## src/rtl/ibuf_seq_ctrl_if.sv

```systemverilog
`default_nettype none
// ============================================================================
//  Module      : ibuf_seq_ctrl_if
//  Description : Bundle of command, SRAM-read, buffer-write and status signals
//                between the tile scheduler, input SRAM, input buffer and the
//                ibuf_seq_ctrl sequencer. Names are from the sequencer's
//                point of view (i_ = into the sequencer, o_ = out of it).
//                STALL_CNT exists only when IBUF_SEQ_STALL_CNT_EN is defined.
//  Revision    : 1.0 - initial release
// ============================================================================
interface ibuf_seq_ctrl_if #(
    parameter int AW = 8
);
    // Command side (tile scheduler)
    logic          i_start;
    logic [AW-1:0] i_base_addr;
    logic [3:0]    i_odst_cfg;
    logic          i_array_rdy;
    // Input SRAM read port
    logic          o_mem_re;
    logic [AW-1:0] o_mem_addr;
    logic [31:0]   i_mem_rdata;
    // Input buffer write port
    logic          o_load_en;
    logic [1:0]    o_icol;
    logic [31:0]   o_iword;
    // Array launch and status
    logic          o_start_calc;
    logic [3:0]    o_odst;
    logic          o_busy;
    logic          o_done;
`ifdef IBUF_SEQ_STALL_CNT_EN
    logic [15:0]   o_stall_cnt;
`endif

    // Environment side: scheduler, SRAM and buffer drive the sequencer inputs
    modport master (
        output i_start, i_base_addr, i_odst_cfg, i_array_rdy, i_mem_rdata,
        input  o_mem_re, o_mem_addr, o_load_en, o_icol, o_iword,
               o_start_calc, o_odst, o_busy, o_done
`ifdef IBUF_SEQ_STALL_CNT_EN
        , input o_stall_cnt
`endif
    );

    // Sequencer side
    modport slave (
        input  i_start, i_base_addr, i_odst_cfg, i_array_rdy, i_mem_rdata,
        output o_mem_re, o_mem_addr, o_load_en, o_icol, o_iword,
               o_start_calc, o_odst, o_busy, o_done
`ifdef IBUF_SEQ_STALL_CNT_EN
        , output o_stall_cnt
`endif
    );
endinterface
`default_nettype wire

```

## src/rtl/ibuf_seq_ctrl.sv

```systemverilog
`default_nettype none
// ============================================================================
//  Module      : ibuf_seq_ctrl
//  Description : Sequencer for the 4-column input buffer in front of the MAC
//                array. Fetches four SRAM words into buffer columns 0..3,
//                waits for the array, pulses START_CALC, drains the skew
//                pipeline and signals DONE. Forwards the latched ODST tag.
//                Optional feature macro: IBUF_SEQ_STALL_CNT_EN (adds a 16-bit
//                saturating count of array back-pressure cycles).
//  Revision    : 1.0 - initial release
// ============================================================================
module ibuf_seq_ctrl #(
    parameter int AW    = 8,    // SRAM word-address width (must match bus)
    parameter int DRAIN = 8,    // drain cycles after START_CALC, >= 1
    parameter int CW    = 4     // drain counter width, 2**CW > DRAIN
) (
    input  logic              clk,
    input  logic              rst_n,
    ibuf_seq_ctrl_if.slave    bus
);

    typedef enum logic [2:0] {
        S_IDLE     = 3'd0,
        S_FETCH    = 3'd1,
        S_LOADTAIL = 3'd2,
        S_WAITRDY  = 3'd3,
        S_CALC     = 3'd4,
        S_DRAIN    = 3'd5,
        S_FIN      = 3'd6
    } state_t;

    state_t        r_state;
    state_t        w_next;
    logic [1:0]    r_k;         // fetch index within the 4-word tile
    logic [AW-1:0] r_base;
    logic [3:0]    r_odst;
    logic [CW-1:0] r_cnt;
    logic          r_load_en;
    logic [1:0]    r_icol;
    logic          w_accept;

    assign w_accept = (r_state == S_IDLE) && bus.i_start;

    // State register
    always_ff @(posedge clk or negedge rst_n) begin
        if (!rst_n) begin
            r_state <= S_IDLE;
        end else begin
            r_state <= w_next;
        end
    end

    // Next-state decode and state-driven outputs.
    // LOADTAIL already checks ARRAY_RDY so that an array that is ready costs
    // no extra cycle: launch follows the last buffer write immediately.
    always_comb begin
        w_next           = r_state;
        bus.o_mem_re     = 1'b0;
        bus.o_mem_addr   = '0;
        bus.o_start_calc = 1'b0;
        bus.o_busy       = 1'b1;
        bus.o_done       = 1'b0;
        case (r_state)
            S_IDLE: begin
                bus.o_busy = 1'b0;
                if (bus.i_start) begin
                    w_next = S_FETCH;
                end
            end
            S_FETCH: begin
                bus.o_mem_re   = 1'b1;
                bus.o_mem_addr = r_base + AW'(r_k);   // wraps mod 2**AW
                if (r_k == 2'd3) begin
                    w_next = S_LOADTAIL;
                end
            end
            S_LOADTAIL: begin
                w_next = bus.i_array_rdy ? S_CALC : S_WAITRDY;
            end
            S_WAITRDY: begin
                if (bus.i_array_rdy) begin
                    w_next = S_CALC;
                end
            end
            S_CALC: begin
                bus.o_start_calc = 1'b1;
                w_next           = S_DRAIN;
            end
            S_DRAIN: begin
                if (r_cnt == CW'(1)) begin
                    w_next = S_FIN;
                end
            end
            S_FIN: begin
                bus.o_done = 1'b1;
                w_next     = S_IDLE;
            end
            default: begin
                bus.o_busy = 1'b0;
                w_next     = S_IDLE;
            end
        endcase
    end

    // Command latch, fetch index and drain counter
    always_ff @(posedge clk or negedge rst_n) begin
        if (!rst_n) begin
            r_base <= '0;
            r_odst <= 4'h0;
            r_k    <= 2'd0;
            r_cnt  <= '0;
        end else begin
            if (w_accept) begin
                r_base <= bus.i_base_addr;
                r_odst <= bus.i_odst_cfg;
                r_k    <= 2'd0;
            end else if (r_state == S_FETCH) begin
                r_k <= r_k + 2'd1;
            end
            if (r_state == S_CALC) begin
                r_cnt <= CW'(DRAIN);
            end else if (r_state == S_DRAIN) begin
                r_cnt <= r_cnt - CW'(1);
            end
        end
    end

    // Buffer write pipeline: each read's data lands one cycle later
    always_ff @(posedge clk or negedge rst_n) begin
        if (!rst_n) begin
            r_load_en <= 1'b0;
            r_icol    <= 2'd0;
        end else begin
            r_load_en <= (r_state == S_FETCH);
            r_icol    <= r_k;
        end
    end

    assign bus.o_load_en = r_load_en;
    assign bus.o_icol    = r_icol;
    // Data passes straight from SRAM; forced to zero outside write cycles so
    // the buffer port is quiet in reset and idle.
    assign bus.o_iword   = r_load_en ? bus.i_mem_rdata : 32'h0;
    assign bus.o_odst    = r_odst;

`ifdef IBUF_SEQ_STALL_CNT_EN
    logic [15:0] r_stall_cnt;

    // Back-pressure counter: every cycle the launch is held off by
    // ARRAY_RDY=0 (from the tail-write cycle onward), saturating
    always_ff @(posedge clk or negedge rst_n) begin
        if (!rst_n) begin
            r_stall_cnt <= 16'h0;
        end else if (w_accept) begin
            r_stall_cnt <= 16'h0;
        end else if (((r_state == S_LOADTAIL) || (r_state == S_WAITRDY)) &&
                     !bus.i_array_rdy && (r_stall_cnt != 16'hFFFF)) begin
            r_stall_cnt <= r_stall_cnt + 16'h1;
        end
    end

    assign bus.o_stall_cnt = r_stall_cnt;
`endif

endmodule
`default_nettype wire
```

## src/flat_wrapper.sv

```systemverilog
// flat-port wrapper written by rule: the top's interface ports become plain ports
module ibuf_seq_ctrl_flat 
#(
    parameter int AW    = 8,                                               
    parameter int DRAIN = 8,                                          
    parameter int CW    = 4                                          
)
  (clk, rst_n, bus_i_start, bus_i_base_addr, bus_i_odst_cfg, bus_i_array_rdy, bus_i_mem_rdata, bus_o_mem_re, bus_o_mem_addr, bus_o_load_en, bus_o_icol, bus_o_iword, bus_o_start_calc, bus_o_odst, bus_o_busy, bus_o_done);
  ibuf_seq_ctrl_if #(.AW(AW)) bus_i ();
  input  logic clk;
  input  logic rst_n;
  input wire logic [$bits(bus_i.i_start)-1:0] bus_i_start;
  input wire logic [$bits(bus_i.i_base_addr)-1:0] bus_i_base_addr;
  input wire logic [$bits(bus_i.i_odst_cfg)-1:0] bus_i_odst_cfg;
  input wire logic [$bits(bus_i.i_array_rdy)-1:0] bus_i_array_rdy;
  input wire logic [$bits(bus_i.i_mem_rdata)-1:0] bus_i_mem_rdata;
  output wire logic [$bits(bus_i.o_mem_re)-1:0] bus_o_mem_re;
  output wire logic [$bits(bus_i.o_mem_addr)-1:0] bus_o_mem_addr;
  output wire logic [$bits(bus_i.o_load_en)-1:0] bus_o_load_en;
  output wire logic [$bits(bus_i.o_icol)-1:0] bus_o_icol;
  output wire logic [$bits(bus_i.o_iword)-1:0] bus_o_iword;
  output wire logic [$bits(bus_i.o_start_calc)-1:0] bus_o_start_calc;
  output wire logic [$bits(bus_i.o_odst)-1:0] bus_o_odst;
  output wire logic [$bits(bus_i.o_busy)-1:0] bus_o_busy;
  output wire logic [$bits(bus_i.o_done)-1:0] bus_o_done;
  assign bus_i.i_start = bus_i_start;
  assign bus_i.i_base_addr = bus_i_base_addr;
  assign bus_i.i_odst_cfg = bus_i_odst_cfg;
  assign bus_i.i_array_rdy = bus_i_array_rdy;
  assign bus_i.i_mem_rdata = bus_i_mem_rdata;
  assign bus_o_mem_re = bus_i.o_mem_re;
  assign bus_o_mem_addr = bus_i.o_mem_addr;
  assign bus_o_load_en = bus_i.o_load_en;
  assign bus_o_icol = bus_i.o_icol;
  assign bus_o_iword = bus_i.o_iword;
  assign bus_o_start_calc = bus_i.o_start_calc;
  assign bus_o_odst = bus_i.o_odst;
  assign bus_o_busy = bus_i.o_busy;
  assign bus_o_done = bus_i.o_done;
  ibuf_seq_ctrl #(.AW(AW), .DRAIN(DRAIN), .CW(CW)) u_core (.clk(clk), .rst_n(rst_n), .bus(bus_i));
endmodule
```

## config.mk

```make
export PLATFORM = sky130hd
export DESIGN_NAME = ibuf_seq_ctrl_flat
export DESIGN_NICKNAME = d
export VERILOG_FILES = /design/src/rtl/ibuf_seq_ctrl_if.sv /design/src/rtl/ibuf_seq_ctrl.sv /design/src/flat_wrapper.sv
export SDC_FILE = /design/constraint.sdc
export NUM_CORES = 1
export LEC_CHECK = 0
export ABC_AREA = 1
export CAP_MARGIN = 0
export CORE_MARGIN = 1.5
export CORE_UTILIZATION = 35
export CTS_CLUSTER_SIZE = 24
export DETAILED_ROUTE_END_ITERATION = 8
export MAX_ROUTING_LAYER = met4
export PLACE_DENSITY = 0.75
export SETUP_SLACK_MARGIN = 0.15
export SYNTH_ARGS = -nofsm -noshare
export SYNTH_HDL_FRONTEND = slang
export SYNTH_SLANG_ARGS = --single-unit
```

## constraint.sdc

```tcl
create_clock -name clk -period 2 [get_ports clk]
set_input_delay 0.4 -clock clk [delete_from_list [all_inputs] [get_ports clk]]
set_output_delay 0.4 -clock clk [all_outputs]
set_load 0.01 [all_outputs]
```

### Yosys cells after proc, flatten, opt, wreduce, memory -nomap -nowiden

Cells that the tools add are included.

* bits in registers: 24
* input bits: 48

* $add $sub $neg: 3
* equality and inequality tests: 12
* muxes and demuxes: 16
* reductions and logical operators: 6

Operators with widths (count)
* two-way mux 32 bit: 1
* one-hot mux 3 bit (6 select lines): 1
* two-way mux 3 bit: 5
* == test 3 bit, second input constant: 3
* adder 8 x 2 -> 8 bit: 1
* two-way mux 4 bit: 2
* two-way mux 8 bit: 1
* == test 3 x 2 -> 1 bit, second input constant: 2
* OR reduction 6 bit: 1
* == test 4 x 1 -> 1 bit, second input constant: 1
* two-way mux 1 bit: 4
* two-way mux 2 bit: 2
* != test 2 x 1 -> 1 bit, second input constant: 2
* != test 2 bit, second input constant: 2
* AND reduction 4 bit: 1
* nonzero test 2 bit: 2
* subtractor 4 x 1 -> 4 bit, second input constant: 1
* == test 3 x 1 -> 1 bit, second input constant: 1
* zero test 3 bit: 1
* adder 2 x 1 -> 2 bit, second input constant: 1
* == test 2 bit, second input constant: 1
* logical AND 1 bit: 1

### Longest topological paths before layout

* depth after elaboration: 3
* mapped depth: 8
* mapped depth without buffers: 8

### Least setup slack after synthesis

OpenSTA, ideal clock, no wires.

* path kind: reg-to-output
* start: register u_core.r_k[0]
* end: output bus_o_mem_addr[2]
* data arrival time: 1.423 ns
* slack: 0.177 ns
* stages on the path, launching flop included: 6
* path buffers: 0
* path through: dfrtp_1 > ha_1 > fa_1 > nand2_1 > inv_1 > nor3_1

* longest elaborated chain between the ends: 2

Ends and longest elaborated chain
* start, declared: line ibuf_seq_ctrl.sv:34 `logic [1:0] r_k;`
* start signal, assigned: line ibuf_seq_ctrl.sv:118 `r_k <= r_k + 2'd1;`
* adder 8 x 2 -> 8 bit: line ibuf_seq_ctrl.sv:72 `bus.o_mem_addr = r_base + AW'(r_k);`
* two-way mux 8 bit: line ibuf_seq_ctrl.sv:63 `case (r_state)`
* end, declared: line flat_wrapper.sv:18 `output wire logic [$bits(bus_i.o_mem_addr)-1:0] bus_o_mem_addr;`

No other way between the ends.

### Worst setup path after layout

Ends and elaborated chain as after synthesis.

==> impl_metrics.env <==
export IMPL_area_growth_pct=73.6
export IMPL_synth_area_um2=1580
export IMPL_multiInputGateArea_um2=778
export IMPL_violations="negative setup slack"
export IMPL_place_inst=388
export IMPL_internal_power_mw=1.88
export IMPL_cp_start_kind="flip-flop"
export IMPL_setup_viol=5
export IMPL_switching_power_mw=1.48
export IMPL_fmax_mhz=461
export IMPL_synth_top_cell_area_share=0.379
export IMPL_fin_total_pwr_mw=3.36
export IMPL_tns_ns=-0.479
export IMPL_clock_sinks=24
export IMPL_crit_required_ns=1.60
export IMPL_setup_ws_ns=-0.167
export IMPL_drt_iter0_markers=40
export IMPL_worst_pin_slew_ns=0.310
export IMPL_wirelength_um=4580
export IMPL_fin_worst_skew_ns=0.00599
export IMPL_die_h_um=70.2
export IMPL_p_comb_frac=0.637
export IMPL_yosysTopAreaCell="dfrtp_1"
export IMPL_clock_latency_ns=0.27
export IMPL_die_area_um2=4930
export IMPL_die_w_um=70.2
export IMPL_crit_fanout=2
export IMPL_htreeDepth=1
export IMPL_rsz0062_at_grt="true"
export IMPL_clkTransAtPathRegs_ns=0.08
export IMPL_ctsLongestPathBuffers=2
export IMPL_cap_violations=0
export IMPL_synth_cell_types=25
export IMPL_grt_pass1_vias=1550
export IMPL_layout_drive_gt1_share=0.170
export IMPL_seq_area_um2=601
export IMPL_synth_seq_area_share=0.379
export IMPL_post_route_period_util=1.08
export IMPL_arrival_ns=1.77
export IMPL_cts_root_buf="clkbuf_8"
export IMPL_drc=0
export IMPL_synth_cells=234
export IMPL_antenna_found_initial=0
export IMPL_slew_violations=0
export IMPL_criticalPathCategory="reg2out"
export IMPL_maxSlewHeadroom=0.793
export IMPL_grt_pass1_wl_um=7220
export IMPL_wire_per_inst_um=11.4
export IMPL_placement_io_buffers=98
export IMPL_hold_buffers=0
export IMPL_core_area_um2=4350
export IMPL_finalHoldViolCount=0
export IMPL_n_fill_cell=393
export IMPL_ys_ff_latch=24
export IMPL_hold_ws_ns=0.474
export IMPL_place_congestion=0.766
export IMPL_cts_tree="done"
export IMPL_p_seq_frac=0.264
export IMPL_ios=99
export IMPL_grt_start_max_net_pins=34
export IMPL_status="finished with violations"
export IMPL_hold_class="in2async"
export IMPL_place_hpwl_um=3430
export IMPL_syn_avg_cell_area_um2=6.76
export IMPL_start_util=0.364
export IMPL_fin_nets=403
export IMPL_endpoint_kind="output pin"
export IMPL_synth_area_leaders="dfrtp_1, nand2_1, inv_1"
export IMPL_overflow=0
export IMPL_ys_warn_count=0
export IMPL_via_count=1752
export IMPL_clockPowerShare=0.099
export IMPL_dp_slack_ns=-0.392
export IMPL_diodes=0
export IMPL_cts_buffers=3
export IMPL_min_period_ns=2.17
export IMPL_p_per_area_nw_per_um2=1220
export IMPL_rows=24
export IMPL_vias_per_cell=4.38
export IMPL_fin_cells=400
export IMPL_ir_worst_vdd_mv=0.645
export IMPL_power_leakage_nw=1.67
export IMPL_firstDrtPassIters=4
export IMPL_ant_nets=0
export IMPL_switching_share=0.442
export IMPL_synth_fp_nets=288
export IMPL_grt_use_total=0.191
per-layer routing:
| metal | track usage | vias to the layer above | share of wire |
|---|---|---|---|
| met5 | - | - | 0 |
| met4 | 0.0684 | 0 | 0.015 |
| met3 | 0.0491 | 4 | 0.073 |
| met2 | 0.330 | 71 | 0.51 |
| met1 | 0.212 | 767 | 0.40 |
| li1 | - | 910 | - |
placed cells by master (no fill, tap or decap), drive strengths merged:
cell           instances
a21oi                  3
a31oi                  1
buf                   26
clkbuf                 5
clkdlybuf4s50         54
dfrtp                 24
dlygate4sd2           35
fa                     1
ha                     5
inv                   54
nand2                 90
nand3                 11
nand3b                 1
nor2                  20
nor3                   4
o21ai                 10
o21bai                 1
o22ai                  1
xor2                   2
state kept, by name (all words and copies together), names as in the netlist:
register              flops
u_core.r_cnt              4
u_core.r_k                2
u_core.bus.o_load_en      1
u_core.bus.o_odst         4
u_core.r_state            3
u_core.r_base             8
u_core.bus.o_icol         2
per-stage QoR:
stage          area (um^2)   util
3_3_place_gp          2670  0.614
4_1_cts               2720  0.624
5_1_grt               2750  0.631
3_5_place_dp          2670  0.614
6_report              2750  0.631
2_1_floorplan         1580      -
worst max-delay path, cell delays in order, from the launching register on:
cell     delay (ns)
dfrtp_1        0.41
ha_2           0.19
fa_2           0.36
buf_4          0.14
nor2_1         0.17
nor3_2         0.08
buf_2          0.14
cell usage after synthesis, drive strengths merged:
library cell,n
o21bai,1
nand2,90
buf,3
inv,54
o22ai,1
nor3,4
ha,5
clkbuf,3
a21oi,3
nor2,20
xor2,2
dfrtp,24
nand3,11
a31oi,1
nand3b,1
fa,1
o21ai,10
cells by family after synthesis:
kind of cell / Yosys count / share of synthesized area
AOI/OAI and AO/OA: 16 / 0.0538
adders and majority gates: 6 / 0.0522
and+or+nand+nor: 126 / 0.345
DFF: 24 / 0.379
buffers and inverters: 60 / 0.158
xor gates and xnor gates: 2 / 0.0111
what timing repair did:
| item | in CTS | in global routing |
|---|---|---|
| endpoints found under the setup margin | 44 | 9 |
| resized for setup | 78 | 11 |
| pin swaps | 7 | 5 |
| setup buffers | 5 | 3 |
path summary, 6_finish.rpt:
kind                                      startpoint                    to  slack [ns]  depth (start not counted)
worst max-delay path                   u_core.r_k[0]     bus_o_mem_addr[2]       -0.17                          6
worst min-delay path                           rst_n  u_core.bus.o_odst[3]        0.47                          2
worst max register to register     u_core.r_state[0]      u_core.r_base[7]        0.63                          7
worst min register to register  u_core.bus.o_odst[0]  u_core.bus.o_odst[0]        0.48                          2
max in group asynchronous                      rst_n      u_core.r_base[7]        1.28                          2
min in group clk                u_core.bus.o_odst[0]  u_core.bus.o_odst[0]        0.48                          2
final cells by class:
class                           count  area share
Timing Repair Buffer              116       0.380
Clock buffer                        4      0.0200
Tap cell                           52      0.0237
Sequential cell                    24       0.219
Inverter                           54      0.0747
Multi-Input combinational cell    150       0.283
power by group through the flow:
stage	combinational, mW	clock (mW)	sequential, mW
after floorplan	1.13	0	0.889
after CTS	2.10	0.334	0.876
after global routing	2.37	0.366	0.915
after global placement	2.08	0	0.877
after detailed placement	2.13	0	0.891
final	2.14	0.331	0.888
Note: power is estimated with default switching activity, not from simulation.
